`src/rtl/countdown_ctrl.sv`:
```
// ---------------------------------------------------------------------------
// countdown_ctrl
//
// Sequencing controller for a 4-bit down counter. It drives the counter's
// load value (cnt_val), load strobe (latch) and decrement strobe (dec), and
// watches the counter's zero flag. An accepted start request captures a load
// value and a prescale, loads the counter, then issues one dec every
// prescale+1 cycles until zero is seen. Each period ends with a one-cycle
// done pulse. The block then either reloads (periodic mode) or returns to
// idle. Completed periods are counted, and start requests that arrive while
// busy are flagged.
//
// Parameters
//   PRE_W       width of the prescale value and the prescale counter
//
// Ports
//   clk         clock, rising edge
//   rst_n       synchronous active-low reset
//   start       start request, only honoured in IDLE
//   load_val    count value captured on an accepted start
//   prescale    decrement spacing captured on an accepted start
//   reload_en   sampled in DONE: 1 = reload and continue, 0 = go idle
//   abort       cancels any operation, highest priority
//   zero        zero flag from the down counter
//   cnt_val     counter load value (the captured load value)
//   latch       counter load strobe
//   dec         counter decrement strobe
//   busy        high whenever the controller is not idle
//   done        one-cycle pulse at the end of each period
//   start_drop  registered pulse: start was seen while not idle
//   periods     completed periods since the last accepted start, saturating
// ---------------------------------------------------------------------------
module countdown_ctrl #(
  parameter int PRE_W = 8
) (
  input  logic             clk,
  input  logic             rst_n,
  input  logic             start,
  input  logic [3:0]       load_val,
  input  logic [PRE_W-1:0] prescale,
  input  logic             reload_en,
  input  logic             abort,
  input  logic             zero,
  output logic [3:0]       cnt_val,
  output logic             latch,
  output logic             dec,
  output logic             busy,
  output logic             done,
  output logic             start_drop,
  output logic [7:0]       periods
);

  typedef enum logic [1:0] {
    S_IDLE  = 2'd0,
    S_LOAD  = 2'd1,
    S_COUNT = 2'd2,
    S_DONE  = 2'd3
  } state_t;

  state_t           state_reg, state_next;
  logic [3:0]       val_reg, val_next;
  logic [PRE_W-1:0] pre_reg, pre_next;
  logic [PRE_W-1:0] pre_cnt_reg, pre_cnt_next;
  logic [7:0]       periods_reg, periods_next;
  logic             start_drop_reg, start_drop_next;

  // The prescale counter has reached the captured spacing: this COUNT cycle
  // is a decrement slot.
  logic pre_hit;
  assign pre_hit = (pre_cnt_reg == pre_reg);

  // -------------------------------------------------------------------------
  // State and data registers
  // -------------------------------------------------------------------------
  always_ff @(posedge clk) begin
    if (!rst_n) begin
      state_reg      <= S_IDLE;
      val_reg        <= '0;
      pre_reg        <= '0;
      pre_cnt_reg    <= '0;
      periods_reg    <= '0;
      start_drop_reg <= 1'b0;
    end else begin
      state_reg      <= state_next;
      val_reg        <= val_next;
      pre_reg        <= pre_next;
      pre_cnt_reg    <= pre_cnt_next;
      periods_reg    <= periods_next;
      start_drop_reg <= start_drop_next;
    end
  end

  // -------------------------------------------------------------------------
  // Next-state logic
  // -------------------------------------------------------------------------
  always_comb begin
    state_next   = state_reg;
    val_next     = val_reg;
    pre_next     = pre_reg;
    pre_cnt_next = pre_cnt_reg;
    periods_next = periods_reg;

    // A start outside IDLE is a dropped request, independent of abort.
    start_drop_next = start && (state_reg != S_IDLE);

    if (abort) begin
      // Abort wins over everything; captured values and the period count
      // are left untouched.
      state_next = S_IDLE;
    end else begin
      case (state_reg)
        S_IDLE: begin
          if (start) begin
            val_next     = load_val;
            pre_next     = prescale;
            periods_next = '0;
            state_next   = S_LOAD;
          end
        end

        S_LOAD: begin
          pre_cnt_next = '0;
          state_next   = S_COUNT;
        end

        S_COUNT: begin
          if (zero) begin
            state_next = S_DONE;
          end else if (pre_hit) begin
            pre_cnt_next = '0;
          end else begin
            pre_cnt_next = pre_cnt_reg + PRE_W'(1);
          end
        end

        S_DONE: begin
          if (periods_reg != 8'hFF) begin
            periods_next = periods_reg + 8'd1;
          end
          // Reload re-enters LOAD with the same captured values.
          state_next = reload_en ? S_LOAD : S_IDLE;
        end

        default: begin
          state_next = S_IDLE;
        end
      endcase
    end
  end

  // -------------------------------------------------------------------------
  // Output decode
  // -------------------------------------------------------------------------
  always_comb begin
    latch = (state_reg == S_LOAD) && !abort;
    dec   = (state_reg == S_COUNT) && !zero && pre_hit && !abort;
    done  = (state_reg == S_DONE) && !abort;
    busy  = (state_reg != S_IDLE);
  end

  assign cnt_val    = val_reg;
  assign periods    = periods_reg;
  assign start_drop = start_drop_reg;

endmodule

```
`config.mk`:
```
export PLATFORM = sky130hd
export DESIGN_NAME = countdown_ctrl
export DESIGN_NICKNAME = d
export VERILOG_FILES = /design/src/rtl/countdown_ctrl.sv
export SDC_FILE = /design/constraint.sdc
export NUM_CORES = 1
export LEC_CHECK = 0
export ABC_AREA = 1
export CAP_MARGIN = 20
export CORE_MARGIN = 2
export CORE_UTILIZATION = 50
export DETAILED_ROUTE_END_ITERATION = 16
export PLACE_DENSITY = 0.76
export SYNTH_ARGS = -nofsm -noshare
export SYNTH_HDL_FRONTEND = slang
export SYNTH_SLANG_ARGS = --single-unit
```
`constraint.sdc`:
```
create_clock -name clk -period 1.9 [get_ports clk]
set_input_delay 0.38 -clock clk [delete_from_list [all_inputs] [get_ports clk]]
set_output_delay 0.38 -clock clk [all_outputs]
set_load 0.005 [all_outputs]
```
==> qor.yml, run 1 <==
clock_tree:
  htree_levels: 2
  cts.sinks: 31
  cts_buffers: 5
  cts_root_buf: "clkbuf_4"
  clk_latency_ps: 320
  clk_pin_slew_worst_paths_ps: 80
  cts_tree: "built"
  cts_buffer_depth: 2
yosys:
  synthCells: 233
  synth_edf_count: 0
  syn_nets: 257
  dominantRegCellSynth: "dfxtp_1"
  yosys.area.top_type: "dfxtp_1"
  seq_area_frac_synth_pct: 38.63
  yosys_register_bits: 31
  async_reset_ff_share_pct: 0
  synth_top_cell_area_share_pct: 38.63
  yosysWarningCount: 0
  avgSynthCellArea_um2: 6.895
  synth.distinct_cells: 22
  syn_area_um2: 1607
  synth_area_leaders: "dfxtp_1 39%, nand2_1 14%, nor2_1 8.6%, o21ai_0 6.2%, inv_1 5.8%"
final_layout:
  stdcell_count: 330
  syn_to_final_growth_pct: 33.33
  drive_above_1_share_pct: 14.34
  seqCellArea_um2: 623.1
  multi_input_area_um2: 869.6
  antennaDiodeCount: 0
  nFillCells: 287
  fin_nets: 311
routing:
  drt_iter0_drc: 71
  antenna_left: 0
  drt-total-wl_um: 3655
  dr.pass1.iters: 4
  drc: 0
  wl_per_cell_um: 11.08
  vias_per_cell: 4.848
  via_count: 1600
global_routing:
  grt_max_degree: 18
  grt_pass1_wl_um: 6051
  antenna_found_initial: 0
  grt_pass1_vias: 1453
  grt_usage_pct: 21.81
  grt-ovfl-total: 0
setup_path:
  arrival_ps: 1480
  worstSetupPathType: "flip-flop to output port"
  slowest_delay_ps: 490
  cp.required_ps: 1520
  worstPathMaxFanout: 4
  endpoint_kind: "output port"
  cpMostUsedCell: "inv_2"
  path_cells: "inv_2 > ha_2 > inv_2 > clkdlybuf4s50_1"
  cp-start-kind: "flip-flop"
  cpMaxStageDelayCell: "clkdlybuf4s50_1"
die:
  dieArea_um2: 3683
  initial_core_util_pct: 52.62
  die-width_um: 60.69
  io_pins: 35
  rows: 20
  die_h_um: 60.69
  core_um2: 3053
power_and_ir_drop:
  ir_drop_v: 0.0003250
  switching_share_pct: 27.33
  combPwrFrac_pct: 19.6
  power_density_nw_per_um2: 599.4
  leakage_nw: 0.8866
  power.share.sequential_pct: 54.3
  p_int_mw: 0.9331
  p_sw_mw: 0.3509
  total_power_mw: 1.284
  pwr-share-clk_pct: 26.1
timing:
  slew_viol_final: 0
  setup_viol: 0
  min_period_ps: 1864
  timing_worst_slew_pin_value_ps: 314.3
  rsz0062_at_grt: "yes"
  fmax_mhz: 536.5
  finalClockSkew_ps: 6.362
  finalCritPeriodShare_pct: 98.11
  slew_headroom_pct: 78.97
  final-hold-violation-count: 0
run:
  drv_cap: 0
run_status:
  status: "complete, no violations"
placement:
  hpwl_um: 2690
  numPortBuffers: 34
  place_inst: 321
  routabilityCongestion: 0.8610
hold_path:
  hold_class: "flip-flop to flip-flop"
synthesized netlist by cell type (all sizes together), types with 3 or more instances:
| library cell | number |
|---|---|
| xnor2 | 3 |
| ha | 6 |
| dfxtp | 31 |
| nor3 | 4 |
| o21ai | 21 |
| nand3 | 11 |
| nand2 | 63 |
| inv | 29 |
| nor2 | 37 |
| a21oi | 17 |
| xor2 | 6 |
cells by family after synthesis:
family                   count (synthesis)  synth area share (%)
AO/OA/AOI/OAI                           39                 12.54
XOR/XNOR                                 9                 4.907
adder cells (fa/ha/maj)                  6                 4.673
buffers and inverters                   31                 7.710
flip-flops                              31                 38.63
AND/OR/NAND/NOR                        117                 31.54
worst paths after layout:
check,start,endpoint,slack [ps],depth (start not counted)
worst max register to register,state_reg[1],pre_reg[5],340,8
worst max-delay path,state_reg[1],busy,40,4
worst min-delay path,periods[7],periods[7],460,2
worst min register to register,periods[7],periods[7],460,2
layout make-up:
type,instances,area share [%]
Clock buffer,6,1.928
Inverter,29,5.082
Multi-Input combinational cell,171,40.60
Sequential cell,31,29.09
Tap cell,44,2.570
Timing Repair Buffer,49,20.74
worst max-delay path: cells and delay by family, from the launching register on:
kind | cells | cell delay [ps]
adder cells (fa/ha/maj) | 1 | 190
flip-flops | 1 | 360
buffers and inverters | 3 | 620
power groups by stage:
stage                     combinational [mW]  clock (mW)  sequential [mW]
after floorplan                        0.126           0            0.709
after global placement                 0.237           0            0.711
after CTS                              0.246       0.346            0.697
after detailed placement               0.241           0            0.712
final                                  0.252       0.335            0.698
after global routing                   0.281       0.372            0.702
through the flow:
step / TNS [ps] / util (%) / setup slack [ps] / hold WS, ps / area (um2)
2_1_floorplan: 0 / - / 464.3 / 443.5 / 1607
3_3_place_gp: -491.9 / 68.03 / -246.9 / 448.9 / 2077
3_5_place_dp: -507.6 / 68.03 / -252.6 / 454.2 / 2077
4_1_cts: -30.11 / 69.59 / -30.11 / 471.4 / 2125
5_1_grt: -18.77 / 70.16 / -10.87 / 488.7 / 2142
6_report: 0 / 70.16 / 35.99 / 464.1 / 2142
cell usage in the layout (no fill, tap or decap), types with 4 or more instances in the layout:
| master | n |
|---|---|
| ha_1 | 4 |
| nand2_1 | 61 |
| inv_1 | 21 |
| xor2_1 | 6 |
| buf_4 | 15 |
| dfxtp_1 | 29 |
| o21ai_0 | 20 |
| clkbuf_4 | 5 |
| nand3_1 | 11 |
| clkdlybuf4s50_1 | 30 |
| a21oi_1 | 17 |
| inv_2 | 8 |
| nor2_1 | 36 |
per-layer routing:
metal	GRT usage [%]	up-vias	part of all wire, %
li1	-	842	-
met1	28.35	720	47
met2	35.48	32	47
met3	5.117	6	4.2
met4	7.764	0	1.4
met5	0	-	0
repair_timing:
action / 4_1_cts / 5_1_grt
hold buffers: 0 / 0
pin swaps: 0 / 1
endpoints found under the setup margin: 4 / 2
buffers inserted: 1 / 2
resized for setup: 8 / 7
Note: power is estimated with default switching activity, not from simulation.
==> run 2, diff against run 1 <==
Settings changed: CAP_MARGIN 20 to 40.
==> results of run 2 <==
The final DEF is identical to that of run 1; final timing and power are the same.
